--- src/rtl/transaction_pkg.sv ---
// Shared definitions for the transaction step responder: step codes, unit
// indices, the code-to-unit mapping and the responder state encoding.
package transaction_pkg;

    localparam int unsigned CODE_W = 3;
    localparam int unsigned UNIT_W = 2;
    localparam int unsigned NUM_UNITS = 4;

    localparam logic [CODE_W-1:0] STEP_NONE          = 3'b000;
    localparam logic [CODE_W-1:0] STEP_VERIFY_AMOUNT = 3'b001;
    localparam logic [CODE_W-1:0] STEP_VERIFY_SIG    = 3'b010;
    localparam logic [CODE_W-1:0] STEP_MINE          = 3'b011;
    localparam logic [CODE_W-1:0] STEP_FINISH        = 3'b100;

    localparam logic [UNIT_W-1:0] UNIT_AMOUNT = 2'd0;
    localparam logic [UNIT_W-1:0] UNIT_SIG    = 2'd1;
    localparam logic [UNIT_W-1:0] UNIT_MINER  = 2'd2;
    localparam logic [UNIT_W-1:0] UNIT_FINISH = 2'd3;

    // Latched step request waiting for dispatch
    typedef struct packed {
        logic              valid;
        logic [CODE_W-1:0] code;
    } pending_t;

    typedef enum logic [2:0] {
        IDLE,
        TRAVEL,
        TRAVEL_END,
        DISPATCH,
        WAIT_UNIT,
        STEP_DONE
    } resp_state_e;

    // True for the four dispatchable step codes
    function automatic logic step_valid(input logic [CODE_W-1:0] code);
        return (code == STEP_VERIFY_AMOUNT) || (code == STEP_VERIFY_SIG) ||
               (code == STEP_MINE) || (code == STEP_FINISH);
    endfunction

    // Map a step code to the datapath unit that executes it
    function automatic logic [UNIT_W-1:0] unit_idx(input logic [CODE_W-1:0] code);
        logic [UNIT_W-1:0] idx;
        case (code)
            STEP_VERIFY_SIG: idx = UNIT_SIG;
            STEP_MINE:       idx = UNIT_MINER;
            STEP_FINISH:     idx = UNIT_FINISH;
            default:         idx = UNIT_AMOUNT;
        endcase
        return idx;
    endfunction

endpackage

--- src/rtl/travel_timer.sv ---
// Load / decrement / expire down-counter, saturating at zero.
// Ports: clock, resetn (async active-low), load + load_value (load has
// priority), dec (decrement when nonzero), expired_c (count is zero).
module travel_timer #(
    parameter int unsigned W = 5
) (
    input  logic         clock,
    input  logic         resetn,
    input  logic         load,
    input  logic [W-1:0] load_value,
    input  logic         dec,
    output logic         expired_c
);

    logic [W-1:0] count;

    // Counter register; never wraps below zero
    always_ff @(posedge clock or negedge resetn) begin
        if (!resetn) begin
            count <= '0;
        end else if (load) begin
            count <= load_value;
        end else if (dec && (count != '0)) begin
            count <= count - W'(1);
        end
    end

    assign expired_c = (count == '0);

endmodule

--- src/rtl/transaction_step_responder.sv ---
// Responder for the transaction controller's step/travel command interface.
// Times travel phases, dispatches steps to their datapath unit and returns
// single-cycle done_travel / done_step pulses.
// Ports: clock, resetn (async active-low), step[2:0], travel[2:0],
// unit_done[3:0] in; done_travel, done_step, unit_start[3:0], travel_id[2:0],
// busy, step_error out (all registered, reset to 0).
// Optional feature: STEP_TIMEOUT_EN enables a WAIT_UNIT timeout of
// STEP_TIMEOUT cycles that forces completion and sets step_error.
module transaction_step_responder
    import transaction_pkg::*;
#(
    parameter int unsigned TRAVEL_CYCLES = 16,
    parameter int unsigned STEP_TIMEOUT  = 1024
) (
    input  logic                 clock,
    input  logic                 resetn,
    input  logic [CODE_W-1:0]    step,
    input  logic [CODE_W-1:0]    travel,
    input  logic [NUM_UNITS-1:0] unit_done,
    output logic                 done_travel,
    output logic                 done_step,
    output logic [NUM_UNITS-1:0] unit_start,
    output logic [CODE_W-1:0]    travel_id,
    output logic                 busy,
    output logic                 step_error
);

    localparam int unsigned CNT_MAX = (TRAVEL_CYCLES > STEP_TIMEOUT) ? TRAVEL_CYCLES : STEP_TIMEOUT;
    localparam int unsigned CNT_W   = $clog2(CNT_MAX + 1);

    resp_state_e       state, state_nxt;
    pending_t          pending, pending_nxt;
    logic [CODE_W-1:0] dispatch_code;
    logic [UNIT_W-1:0] unit_sel;
    logic              travel_load, travel_dec, travel_expired_c;
    logic              timeout_hit;

    travel_timer #(.W(CNT_W)) u_travel_timer (
        .clock      (clock),
        .resetn     (resetn),
        .load       (travel_load),
        .load_value (CNT_W'(TRAVEL_CYCLES - 1)),
        .dec        (travel_dec),
        .expired_c  (travel_expired_c)
    );

`ifdef STEP_TIMEOUT_EN
    logic timeout_load, timeout_dec, timeout_expired_c;

    // Restarted on every dispatch, counts WAIT_UNIT cycles
    assign timeout_load = (state == DISPATCH);
    assign timeout_dec  = (state == WAIT_UNIT);

    travel_timer #(.W(CNT_W)) u_timeout_timer (
        .clock      (clock),
        .resetn     (resetn),
        .load       (timeout_load),
        .load_value (CNT_W'(STEP_TIMEOUT - 1)),
        .dec        (timeout_dec),
        .expired_c  (timeout_expired_c)
    );
`endif

    // State register
    always_ff @(posedge clock or negedge resetn) begin
        if (!resetn) begin
            state <= IDLE;
        end else begin
            state <= state_nxt;
        end
    end

    // Next-state, pending-step and timer control
    always_comb begin
        state_nxt     = state;
        pending_nxt   = pending;
        travel_load   = 1'b0;
        travel_dec    = 1'b0;
        timeout_hit   = 1'b0;
        dispatch_code = STEP_NONE;

        // A newer valid code overwrites any earlier one
        if (((state == IDLE) || (state == TRAVEL)) && step_valid(step)) begin
            pending_nxt = '{valid: 1'b1, code: step};
        end

        case (state)
            IDLE: begin
                if (travel != STEP_NONE) begin
                    state_nxt   = TRAVEL;
                    travel_load = 1'b1;
                end else if (pending_nxt.valid) begin
                    state_nxt = DISPATCH;
                end
            end
            TRAVEL: begin
                if (travel_expired_c) begin
                    state_nxt = TRAVEL_END;
                end else begin
                    travel_dec = 1'b1;
                end
            end
            TRAVEL_END: begin
                state_nxt = pending.valid ? DISPATCH : IDLE;
            end
            DISPATCH: begin
                state_nxt = WAIT_UNIT;
            end
            WAIT_UNIT: begin
                // Completion of the selected unit beats a same-cycle timeout
                if (unit_done[unit_sel]) begin
                    state_nxt = STEP_DONE;
`ifdef STEP_TIMEOUT_EN
                end else if (timeout_expired_c) begin
                    state_nxt   = STEP_DONE;
                    timeout_hit = 1'b1;
`endif
                end
            end
            STEP_DONE: begin
                state_nxt = IDLE;
            end
            default: begin
                state_nxt = IDLE;
            end
        endcase

        // Pending is consumed as DISPATCH is entered
        if (state_nxt == DISPATCH) begin
            dispatch_code = pending_nxt.code;
            pending_nxt   = '0;
        end
    end

    // Registered outputs, decoded from the next state
    always_ff @(posedge clock or negedge resetn) begin
        if (!resetn) begin
            pending     <= '0;
            unit_sel    <= '0;
            unit_start  <= '0;
            done_travel <= 1'b0;
            done_step   <= 1'b0;
            busy        <= 1'b0;
            travel_id   <= '0;
        end else begin
            pending     <= pending_nxt;
            done_travel <= (state_nxt == TRAVEL_END);
            done_step   <= (state_nxt == STEP_DONE);
            busy        <= (state_nxt != IDLE);
            if (state_nxt == DISPATCH) begin
                unit_sel   <= unit_idx(dispatch_code);
                unit_start <= NUM_UNITS'(1) << unit_idx(dispatch_code);
            end else begin
                unit_start <= '0;
            end
            if ((state == IDLE) && (state_nxt == TRAVEL)) begin
                travel_id <= travel;
            end else if (state_nxt != TRAVEL) begin
                travel_id <= '0;
            end
        end
    end

`ifdef STEP_TIMEOUT_EN
    // Sticky error flag for a timed-out step, cleared on the next dispatch
    always_ff @(posedge clock or negedge resetn) begin
        if (!resetn) begin
            step_error <= 1'b0;
        end else if (state_nxt == DISPATCH) begin
            step_error <= 1'b0;
        end else if (timeout_hit) begin
            step_error <= 1'b1;
        end
    end
`else
    assign step_error = 1'b0;
`endif

endmodule

--- config.mk ---
export PLATFORM = sky130hd
export DESIGN_NAME = transaction_step_responder
export DESIGN_NICKNAME = d
export VERILOG_FILES = /design/src/rtl/transaction_pkg.sv /design/src/rtl/travel_timer.sv /design/src/rtl/transaction_step_responder.sv
export SDC_FILE = /design/constraint.sdc
export NUM_CORES = 1
export LEC_CHECK = 0
export BUFFER_PORTS_ARGS = -buffer_cell sky130_fd_sc_hd__buf_2
export CAP_MARGIN = 20
export CORE_ASPECT_RATIO = 2
export CORE_MARGIN = 4
export CORE_UTILIZATION = 40
export DETAILED_ROUTE_END_ITERATION = 8
export PLACE_DENSITY = 0.62
export SLEW_MARGIN = 20
export SYNTH_ARGS = -nofsm -noshare
export SYNTH_HDL_FRONTEND = slang
export SYNTH_SLANG_ARGS = --single-unit
export TNS_END_PERCENT = 1
--- constraint.sdc ---
create_clock -name clock -period 2.5 [get_ports clock]
set_clock_uncertainty 0.2 [all_clocks]
set_input_delay 0.375 -clock clock [delete_from_list [all_inputs] [get_ports clock]]
set_output_delay 0.375 -clock clock [all_outputs]
set_load 0.1 [all_outputs]
# Yosys cells after proc, flatten, opt, wreduce, memory -nomap -nowiden
# Index checks and enable logic that the tools add are counted.
# totals
regBits,30
inputBits,12
output_inout_bits,11
wordCells,65
# op_classes
n_addsub,1
order_cmp,1
eq_ne,16
n_shift,1
mux,22
reduce_logical,14
# op_table
op,count
== test 3 x 2 -> 1 bit (second input constant),8
two-way mux 11 bit,2
two-way mux 3 bit,7
one-hot mux 3 bit (5 select lines),1
== test 3 bit (second input constant),4
two-way mux 4 bit,3
zero test 11 bit,1
nonzero test 11 bit,1
subtractor 11 x 1 -> 11 bit (second input constant),1
== test 3 x 1 -> 1 bit (second input constant),3
one-hot mux 2 bit (3 select lines),1
nonzero test 3 bit,2
two-way mux 1 bit,5
logical OR 1 bit,4
two-way mux 2 bit,2
nonzero test 2 bit,2
left shift 1 x 2 -> 4 bit (first input constant),1
logical AND 1 bit,3
zero test 3 bit,1
less-than comparator 2 x 3 -> 1 bit (second input constant),1
!= test 3 x 1 -> 1 bit (second input constant),1
binary-select mux 1 bit (select 2 bit),1

# Logic depth before layout (Yosys ltp)
# Gate-level depths: netlist (run 1).
# depth
ltp_word,16
mapped_depth,8

# Hierarchy
# A second synthesis (run 1) with hierarchy kept.
# hier_totals
cells_unflattened,172
area_unflattened_um2,1656.6
# by_module_without_submodules
module,instances,cells_per_inst,area_each_um2,seq_area_each_um2
transaction_step_responder,1,97,949.7,475.5
travel_timer,1,75,706.9,275.3

# Worst setup path before layout (run 1)
# No wires, ideal clock.
# synth_timing
kind,register to register
startpoint,reg u_travel_timer.count[0]
endpoint,reg u_travel_timer.count[0]
setup_time_ns,0.121
t_arrival_ns,1.679
t_required_ns,2.179
path_slack_ns,0.500
path_stages_with_launch,9
path_buffers,1
period_less_slack_ns,2.000
path_cell_list,dfrtp_1 -> inv_1 -> ha_1 -> nor4b_2 -> nand3_1 -> a31oi_1 -> a21oi_1 -> buf_2 -> nand2b_1
# synth_via
elab_chain_len,5
elab_cells_between_ends,9
classes_between,1 x add/sub; 4 x mux; 4 x reduce/logical
# synth_lines
item,line,text
"start, declared",travel_timer.sv:15,logic [W-1:0] count;
"start signal, assigned",travel_timer.sv:22,count <= load_value;
"start signal, assigned",travel_timer.sv:24,count <= count - W'(1);
branches (longest 5 deep; another with subtractor 11 x 1 -> 11 bit),-,
# Parallel ways; which one is timed is not known. The select of a mux whose other input is x is not followed.
# A chain may end at the register's enable or synchronous reset.

# Worst setup path after layout (run 1)
# layout_timing
startpoint,reg u_travel_timer.count[0]
endpoint,reg u_travel_timer.count[1]
# The elaborated chain is that of the path after synthesis.

==> flow_summary.html, run 1 <==
<table>
<tr><th>Metric</th><th>Value</th></tr>
<tr><th colspan="2">Setup path</th></tr>
<tr><td>FF-to-FF End</td><td>u_travel_timer.count[1]</td></tr>
<tr><td>Type of the worst setup path</td><td>register to register</td></tr>
<tr><td>Delay of the slowest cell on the worst path</td><td>0.41 ns</td></tr>
<tr><td>CP max-delay cell</td><td>dfrtp_1</td></tr>
<tr><td>CP Data Arrival Time</td><td>2.24 ns</td></tr>
<tr><td>CP cell instances</td><td>inv_1, ha_1, nor4b_2, nand3_1, a31oi_1, a21oi_1, or2_2</td></tr>
<tr><td>Highest net fanout along the worst path</td><td>11</td></tr>
<tr><td>Data required time of the critical path</td><td>2.46 ns</td></tr>
<tr><td>Crit path launch type</td><td>register</td></tr>
<tr><td>Reg-to-reg setup timing slack</td><td>0.22 ns</td></tr>
<tr><td>CP endpoint kind</td><td>register</td></tr>
<tr><td>Crit Reg-Reg Startpoint</td><td>u_travel_timer.count[0]</td></tr>
<tr><td>FF-to-FF path depth</td><td>7</td></tr>
<tr><th colspan="2">Power and ir drop</th></tr>
<tr><td>P_int</td><td>1.192 mW</td></tr>
<tr><td>Switching part of the total</td><td>0.4152</td></tr>
<tr><td>Part of the power in the clock network</td><td>0.219</td></tr>
<tr><td>Sequential share of power</td><td>0.356</td></tr>
<tr><td>Portion of total power attributed to combinational logic</td><td>0.426</td></tr>
<tr><td>Peak supply drop</td><td>0.0005269 V</td></tr>
<tr><td>Power per unit of standard cell area</td><td>1111 nW/µm²</td></tr>
<tr><td>Total power</td><td>2.038 mW</td></tr>
<tr><td>Reported net switching power</td><td>0.8460 mW</td></tr>
<tr><td>Static Leakage</td><td>0.8511 nW</td></tr>
<tr><th colspan="2">Layout</th></tr>
<tr><td>Net total in the final layout</td><td>203</td></tr>
<tr><td>Antenna fix cells</td><td>0</td></tr>
<tr><td>Share of final-layout standard cells stronger than drive strength 1</td><td>0.2421</td></tr>
<tr><td>Relative area change from synthesis to final layout</td><td>17.56%</td></tr>
<tr><th colspan="2">Logic synthesis</th></tr>
<tr><td>Sequential fraction of the synthesis area</td><td>0.4812</td></tr>
<tr><td>Cells after Synth</td><td>163</td></tr>
<tr><td>Distinct cell type count after synthesis</td><td>41</td></tr>
<tr><td>EDFF count, synth</td><td>0</td></tr>
<tr><td>Number of warnings issued by yosys</td><td>0</td></tr>
<tr><td>Synthesized Nets</td><td>177</td></tr>
<tr><td>Register bit total from synthesis</td><td>30</td></tr>
<tr><td>Avg Synthesized Cell Area</td><td>9.572 µm²</td></tr>
<tr><td>Fraction of registers with async set or reset after synthesis</td><td>1.000</td></tr>
<tr><td>Predominant post-synthesis flop cell</td><td>dfrtp_1</td></tr>
<tr><td>Netlist area before placement</td><td>1560 µm²</td></tr>
<tr><th colspan="2">Clock tree</th></tr>
<tr><td>Maximum buffer depth of the clock tree</td><td>2</td></tr>
<tr><td>Total number of clock tree sinks</td><td>30</td></tr>
<tr><td>Post-CTS clock slew at the launch and capture registers of the worst setup and hold paths</td><td>0.06 ns</td></tr>
<tr><td>Source-to-sink clock delay at the later pin of the worst-skew pair</td><td>0.28 ns</td></tr>
<tr><td>CTS tree</td><td>done</td></tr>
<tr><td>Root cell of the clock tree</td><td>clkbuf_8</td></tr>
<tr><td>Number of buffers added by the clock tree synthesis step</td><td>5</td></tr>
<tr><td>H-tree depth</td><td>2</td></tr>
<tr><th colspan="2">STA</th></tr>
<tr><td>Final critical-path share of the clock period</td><td>0.9125</td></tr>
<tr><td>Final-layout setup total negative slack</td><td>0 ns</td></tr>
<tr><td>Worst slew margin relative to its limit</td><td>0.5120</td></tr>
<tr><td>Total count of hold-check failures in the final report</td><td>0</td></tr>
<tr><td>Shortest clock period the worst path allows after layout</td><td>2.281 ns</td></tr>
<tr><td>Number of failing setup endpoints in the final timing report</td><td>0</td></tr>
<tr><td>RSZ-0062 raised after global routing</td><td>no</td></tr>
<tr><td>Actual slew at the worst max-slew pin</td><td>0.7320 ns</td></tr>
<tr><td>Final Max Tran Viols</td><td>0</td></tr>
<tr><td>Final Hold Slack</td><td>0.1410 ns</td></tr>
<tr><td>Maximum operating frequency</td><td>0.4383 GHz</td></tr>
<tr><th colspan="2">Detailed routing</th></tr>
<tr><td>Vias/cell</td><td>5.297</td></tr>
<tr><td>DRC</td><td>0</td></tr>
<tr><td>Number of nets still failing antenna checks after routing</td><td>0</td></tr>
<tr><td>Total wire length after detailed routing</td><td>3.368 mm</td></tr>
<tr><td>Vias after detailed routing</td><td>1266</td></tr>
<tr><td>Number of DRC violations after detailed-routing iteration 0</td><td>49</td></tr>
<tr><td>Count of TritonRoute iterations in the first routing pass</td><td>4</td></tr>
<tr><td>WL/cell</td><td>14.09 µm</td></tr>
<tr><th colspan="2">Min path</th></tr>
<tr><td>Count of cells along the worst hold path</td><td>2</td></tr>
<tr><td>Launch point of the worst hold path</td><td>travel[1]</td></tr>
<tr><td>Worst Hold Endpoint</td><td>travel_id[1]</td></tr>
<tr><td>Hold WC Path Type</td><td>input pin to register</td></tr>
<tr><th colspan="2">Die</th></tr>
<tr><td>Total core area</td><td>3685 µm²</td></tr>
<tr><td>Die area</td><td>5024 µm²</td></tr>
<tr><td>Rows</td><td>31</td></tr>
<tr><td>Chip Height</td><td>96.33 µm</td></tr>
<tr><td>Boundary Pins</td><td>23</td></tr>
<tr><td>Starting density of the core</td><td>0.4234</td></tr>
<tr><td>Die W</td><td>52.16 µm</td></tr>
<tr><th colspan="2">Placement</th></tr>
<tr><td>Port Buf Inserts</td><td>21</td></tr>
<tr><td>HPWL after DPL</td><td>2.584 mm</td></tr>
<tr><td>Final weighted congestion in routability-driven placement</td><td>0.8749</td></tr>
<tr><th colspan="2">Global routing</th></tr>
<tr><td>Wire length of the first global-routing pass</td><td>5.913 mm</td></tr>
<tr><td>Antenna violations before repair</td><td>0</td></tr>
<tr><td>Aggregate global routing overflow</td><td>0</td></tr>
<tr><td>Vias in the first global route</td><td>1321</td></tr>
<tr><td>Largest net degree at the start of global routing</td><td>31</td></tr>
<tr><td>Overall track demand over capacity in global routing</td><td>0.1594</td></tr>
<tr><th colspan="2">Flow run</th></tr>
<tr><td>Max-capacitance violation count</td><td>0</td></tr>
<tr><th colspan="2">Outcome</th></tr>
<tr><td>Outcome</td><td>completed</td></tr>
</table>
## cell usage in the layout (no fill, tap or decap), types with 3 or more instances in the layout
cell	count
o21ai_0	15
buf_4	6
dfrtp_1	30
xnor2_1	6
nand2b_1	3
buf_2	21
nand3_1	3
xor2_1	5
nor2_1	22
inv_1	5
clkbuf_8	8
nand2_1	9
nor3_1	7
a21oi_1	9
a22o_1	3
## area by class of cell
cell class / instances / area (µm²)
inverter: 5 / 18.77
tap: 49 / 61.31
clock buffer: 8 / 110.1
fill: 361 / 1851
multi-input combinational: 119 / 733.2
timing repair buffer: 28 / 160.2
sequential: 30 / 750.7
## stage by stage
stage	util	instances	cell area [µm²]	setup slack, ns
final	0.4978	239	1834	0.2187
after global routing	0.4978	239	1834	0.03040
after CTS	0.4978	239	1834	0.2141
after detailed placement	0.4652	230	1714	0.1670
after global placement	0.4652	230	1714	0.2451
after floorplan	-	163	1560	0.5002
## registers in the layout, summed over array words and instances (netlist names)
signal and count:
unit_sel 2, u_travel_timer.count 11, done_step 1, pending 4
busy 1, travel_id 3, state 3, done_travel 1
unit_start 4
## logic make-up (layout without fill, tap and decap cells)
family,Yosys count,count (layout),share of synthesized area
flip-flops,30,30,0.4812
AND/OR/NAND/NOR,66,66,0.2261
other,1,1,0.002403
multiplexers,1,1,0.01443
AO/OA/AOI/OAI,38,38,0.1492
adder cells (fa/ha/maj),2,2,0.01604
buffers and inverters,14,41,0.04892
XOR/XNOR,11,11,0.06175
## worst max path at each step
stage,startpoint,end,cells after the start
global placement,step[1],u_travel_timer.count[1],6
CTS,u_travel_timer.count[0],u_travel_timer.count[1],7
global route,u_travel_timer.count[0],u_travel_timer.count[1],7
detailed placement,step[1],u_travel_timer.count[1],6
finish,u_travel_timer.count[0],u_travel_timer.count[1],7
floorplan,u_travel_timer.count[0],u_travel_timer.count[0],8
## synth_stat cells, types with 3 or more instances
cell | number | area, µm²
dfrtp_1 | 30 | 750.7
xnor2_1 | 6 | 52.55
buf_2 | 4 | 20.02
nand2_1 | 9 | 33.78
xor2_1 | 5 | 43.79
a21oi_1 | 9 | 45.04
o21ai_0 | 15 | 75.07
nand3_1 | 3 | 15.01
nor2_1 | 22 | 82.58
a22o_1 | 3 | 26.28
nor3_1 | 7 | 35.03
nand2b_1 | 3 | 18.77
inv_1 | 5 | 18.77
buf_4 | 3 | 22.52
## worst max-delay path: cells and delay by family, from the launching register on
family / cells / cell delay (ns)
compound gates: 2 / 0.51
buf+inv: 1 / 0.10
flops: 1 / 0.41
simple gates: 3 / 0.80
fa+ha+maj: 1 / 0.15
## metal layers
layer / routed length (µm) / vias to the layer above / track usage
met4: 151 / 0 / 0.1109
met1: 1239 / 612 / 0.1632
li1: - / 612 / -
met5: 0 / - / 0
met3: 94 / 13 / 0.02946
met2: 1883 / 29 / 0.2815
## repair_timing
| item | CTS | global route |
|---|---|---|
| hold buffers | 1 | 0 |
| resized for setup | 0 | 0 |
| setup buffers | 0 | 0 |
| endpoints found under the hold margin | 30 | 0 |
## power groups by stage
stage / clock, mW / sequential (mW) / combinational [mW]
after floorplan: 0 / 0.907 / 0.490
after global placement: 0 / 0.727 / 0.841
after detailed placement: 0 / 0.731 / 0.867
after CTS: 0.460 / 0.723 / 0.874
after global routing: 0.478 / 0.745 / 0.948
final: 0.445 / 0.725 / 0.868
(Power assumes the default switching activity.)
==> run 2, diff against run 1 <==
--- a/config.mk
+++ b/config.mk
@@ -12,7 +12,7 @@
 export CORE_UTILIZATION = 40
 export DETAILED_ROUTE_END_ITERATION = 8
 export PLACE_DENSITY = 0.62
-export SLEW_MARGIN = 20
+export REMOVE_ABC_BUFFERS = 1
 export SYNTH_ARGS = -nofsm -noshare
 export SYNTH_HDL_FRONTEND = slang
 export SYNTH_SLANG_ARGS = --single-unit
==> flow_summary.html, run 2 (synthesis results as in run 1) <==
<table>
<tr><th>Metric</th><th>Value</th></tr>
<tr><th colspan="2">Outcome</th></tr>
<tr><td>Outcome</td><td>completed</td></tr>
<tr><th colspan="2">Layout</th></tr>
<tr><td>Relative area change from synthesis to final layout</td><td>16.36%</td></tr>
<tr><td>Net total in the final layout</td><td>203</td></tr>
<tr><td>Max reg flops</td><td>11</td></tr>
<tr><td>Share of final-layout standard cells stronger than drive strength 1</td><td>0.2368</td></tr>
<tr><td>Most common cell after layout, fill and taps aside</td><td>dfrtp_1</td></tr>
<tr><td>Largest reg by FF count</td><td>u_travel_timer.count</td></tr>
<tr><td>Number of standard cells in the layout, taps in and fillers out</td><td>239</td></tr>
<tr><td>Top library cells by usage in the layout, fill and taps aside</td><td>dfrtp_1, nor2_1, buf_2</td></tr>
<tr><td>Antenna fix cells</td><td>0</td></tr>
<tr><td>Largest registers ranked by flip-flop count</td><td>u_travel_timer.count x11, pending x4, unit_start x4</td></tr>
<tr><td>Post-layout instance area</td><td>1815 µm²</td></tr>
<tr><th colspan="2">Setup path</th></tr>
<tr><td>CP endpoint kind</td><td>register</td></tr>
<tr><td>Highest net fanout along the worst path</td><td>11</td></tr>
<tr><td>Crit Reg-Reg Startpoint</td><td>u_travel_timer.count[0]</td></tr>
<tr><td>CP cell instances</td><td>inv_1, ha_1, nor4b_2, nand3_1, a31oi_1, a21oi_1, buf_4, or2_2</td></tr>
<tr><td>FF-to-FF End</td><td>u_travel_timer.count[1]</td></tr>
<tr><td>Data required time of the critical path</td><td>2.46 ns</td></tr>
<tr><td>Delay of the slowest cell on the worst path</td><td>0.40 ns</td></tr>
<tr><td>Crit path launch type</td><td>register</td></tr>
<tr><td>FF-to-FF path depth</td><td>8</td></tr>
<tr><td>Reg-to-reg setup timing slack</td><td>0.35 ns</td></tr>
<tr><td>Type of the worst setup path</td><td>register to register</td></tr>
<tr><td>CP max-delay cell</td><td>dfrtp_1</td></tr>
<tr><td>CP Data Arrival Time</td><td>2.12 ns</td></tr>
<tr><th colspan="2">STA</th></tr>
<tr><td>Final critical-path share of the clock period</td><td>0.8602</td></tr>
<tr><td>Total count of hold-check failures in the final report</td><td>0</td></tr>
<tr><td>Final Max Tran Viols</td><td>0</td></tr>
<tr><td>Maximum operating frequency</td><td>0.4650 GHz</td></tr>
<tr><td>RSZ-0062 raised after global routing</td><td>no</td></tr>
<tr><td>Shortest clock period the worst path allows after layout</td><td>2.151 ns</td></tr>
<tr><td>Final-layout setup total negative slack</td><td>0 ns</td></tr>
<tr><td>Worst slew margin relative to its limit</td><td>0.5526</td></tr>
<tr><td>Number of failing setup endpoints in the final timing report</td><td>0</td></tr>
<tr><td>Actual slew at the worst max-slew pin</td><td>0.6711 ns</td></tr>
<tr><td>Final Hold Slack</td><td>0.1503 ns</td></tr>
<tr><td>Smallest setup slack after layout</td><td>0.3495 ns</td></tr>
<tr><th colspan="2">Die</th></tr>
<tr><td>Rows</td><td>31</td></tr>
<tr><td>Starting density of the core</td><td>0.4234</td></tr>
<tr><td>Die W</td><td>52.16 µm</td></tr>
<tr><td>Boundary Pins</td><td>23</td></tr>
<tr><td>Total core area</td><td>3685 µm²</td></tr>
<tr><td>Die area</td><td>5024 µm²</td></tr>
<tr><td>Chip Height</td><td>96.33 µm</td></tr>
<tr><th colspan="2">Power and ir drop</th></tr>
<tr><td>Part of the power in the clock network</td><td>0.202</td></tr>
<tr><td>Power per unit of standard cell area</td><td>1098 nW/µm²</td></tr>
<tr><td>Peak supply drop</td><td>0.0004738 V</td></tr>
<tr><td>Static Leakage</td><td>0.8417 nW</td></tr>
<tr><td>Sequential share of power</td><td>0.367</td></tr>
<tr><td>Portion of total power attributed to combinational logic</td><td>0.431</td></tr>
<tr><td>P_int</td><td>1.140 mW</td></tr>
<tr><td>Switching part of the total</td><td>0.4281</td></tr>
<tr><td>Reported net switching power</td><td>0.8536 mW</td></tr>
<tr><th colspan="2">Clock tree</th></tr>
<tr><td>Cts hold-fix bufs</td><td>1</td></tr>
<tr><td>Maximum buffer depth of the clock tree</td><td>2</td></tr>
<tr><td>Setup Fix Bufs, Post-CTS</td><td>0</td></tr>
<tr><td>Source-to-sink clock delay at the later pin of the worst-skew pair</td><td>0.28 ns</td></tr>
<tr><td>H-tree depth</td><td>2</td></tr>
<tr><td>CTS tree</td><td>done</td></tr>
<tr><td>Total number of clock tree sinks</td><td>30</td></tr>
<tr><td>Number of buffers added by the clock tree synthesis step</td><td>5</td></tr>
<tr><td>Root cell of the clock tree</td><td>clkbuf_8</td></tr>
<tr><td>Post-CTS clock slew at the launch and capture registers of the worst setup and hold paths</td><td>0.06 ns</td></tr>
<tr><td>Post-cts gate resize count</td><td>0</td></tr>
<tr><th colspan="2">Detailed routing</th></tr>
<tr><td>Vias after detailed routing</td><td>1275</td></tr>
<tr><td>Vias/cell</td><td>5.335</td></tr>
<tr><td>Number of nets still failing antenna checks after routing</td><td>0</td></tr>
<tr><td>Number of DRC violations after detailed-routing iteration 0</td><td>10</td></tr>
<tr><td>Count of TritonRoute iterations in the first routing pass</td><td>4</td></tr>
<tr><td>Total wire length after detailed routing</td><td>3.493 mm</td></tr>
<tr><td>WL/cell</td><td>14.62 µm</td></tr>
<tr><td>DRC</td><td>0</td></tr>
<tr><th colspan="2">Placement</th></tr>
<tr><td>Area post-placement</td><td>1714 µm²</td></tr>
<tr><td>HPWL after DPL</td><td>2.651 mm</td></tr>
<tr><td>Final weighted congestion in routability-driven placement</td><td>0.8186</td></tr>
<tr><td>Number of instances in the placed design</td><td>230</td></tr>
<tr><td>Port Buf Inserts</td><td>21</td></tr>
<tr><td>Dpl ws</td><td>0.3263 ns</td></tr>
<tr><th colspan="2">Global routing</th></tr>
<tr><td>Aggregate global routing overflow</td><td>0</td></tr>
<tr><td>Vias in the first global route</td><td>1355</td></tr>
<tr><td>Largest net degree at the start of global routing</td><td>31</td></tr>
<tr><td>Antenna violations before repair</td><td>0</td></tr>
<tr><td>Overall track demand over capacity in global routing</td><td>0.1605</td></tr>
<tr><td>Wire length of the first global-routing pass</td><td>5.996 mm</td></tr>
<tr><th colspan="2">Min path</th></tr>
<tr><td>Launch point of the worst hold path</td><td>travel[0]</td></tr>
<tr><td>Count of cells along the worst hold path</td><td>2</td></tr>
<tr><td>Worst Hold Endpoint</td><td>travel_id[0]</td></tr>
<tr><td>Hold WC Path Type</td><td>input pin to register</td></tr>
<tr><th colspan="2">Flow run</th></tr>
<tr><td>Max-capacitance violation count</td><td>0</td></tr>
</table>
-- run 2: worst max-delay path by stage --
stage                                  startpoint                      end
after floorplan           u_travel_timer.count[0]  u_travel_timer.count[1]
after global placement               unit_done[3]  u_travel_timer.count[1]
after detailed placement             unit_done[3]  u_travel_timer.count[1]
after CTS                 u_travel_timer.count[0]  u_travel_timer.count[1]
after global routing      u_travel_timer.count[0]  u_travel_timer.count[1]
final                     u_travel_timer.count[0]  u_travel_timer.count[1]
-- run 2: routing by layer --
metal,wire [µm],GRT usage,up-vias
li1,-,-,614
met1,1283,0.1546,630
met2,2035,0.3099,25
met4,68,0.07463,0
met5,0,0,-
met3,106,0.03256,6
-- run 2: per-stage QoR --
step / total power, mW / utilization
after floorplan: 1.361 / -
after global placement: 1.577 / 0.4652
after detailed placement: 1.600 / 0.4652
after CTS: 2.010 / 0.4927
after global routing: 2.122 / 0.4927
final: 1.994 / 0.4927
-- run 2: worst max-delay path, delay by kind of cell (launching register included) --
kind	cells	cell delay (ns)
simple gates	3	0.70
compound gates	2	0.33
flops	1	0.40
buf+inv	2	0.26
fa+ha+maj	1	0.15
-- run 2: final cells by class --
type,instances,area [µm²]
fillers,358,1869
flip-flops and latches,30,750.7
multi-input cells,119,733.2
repair buffers,28,160.2
clock buffers,7,86.33
well taps,49,61.31
inverters,5,18.77
clock inverters,1,5.005
-- run 2: power by group through the flow --
stage	Combinational (mW)	Clock [mW]	Sequential (mW)
final	0.860	0.402	0.732
after global routing	0.939	0.430	0.752
after CTS	0.869	0.412	0.729
after detailed placement	0.862	0	0.738
after global placement	0.846	0	0.731
after floorplan	0.440	0	0.920
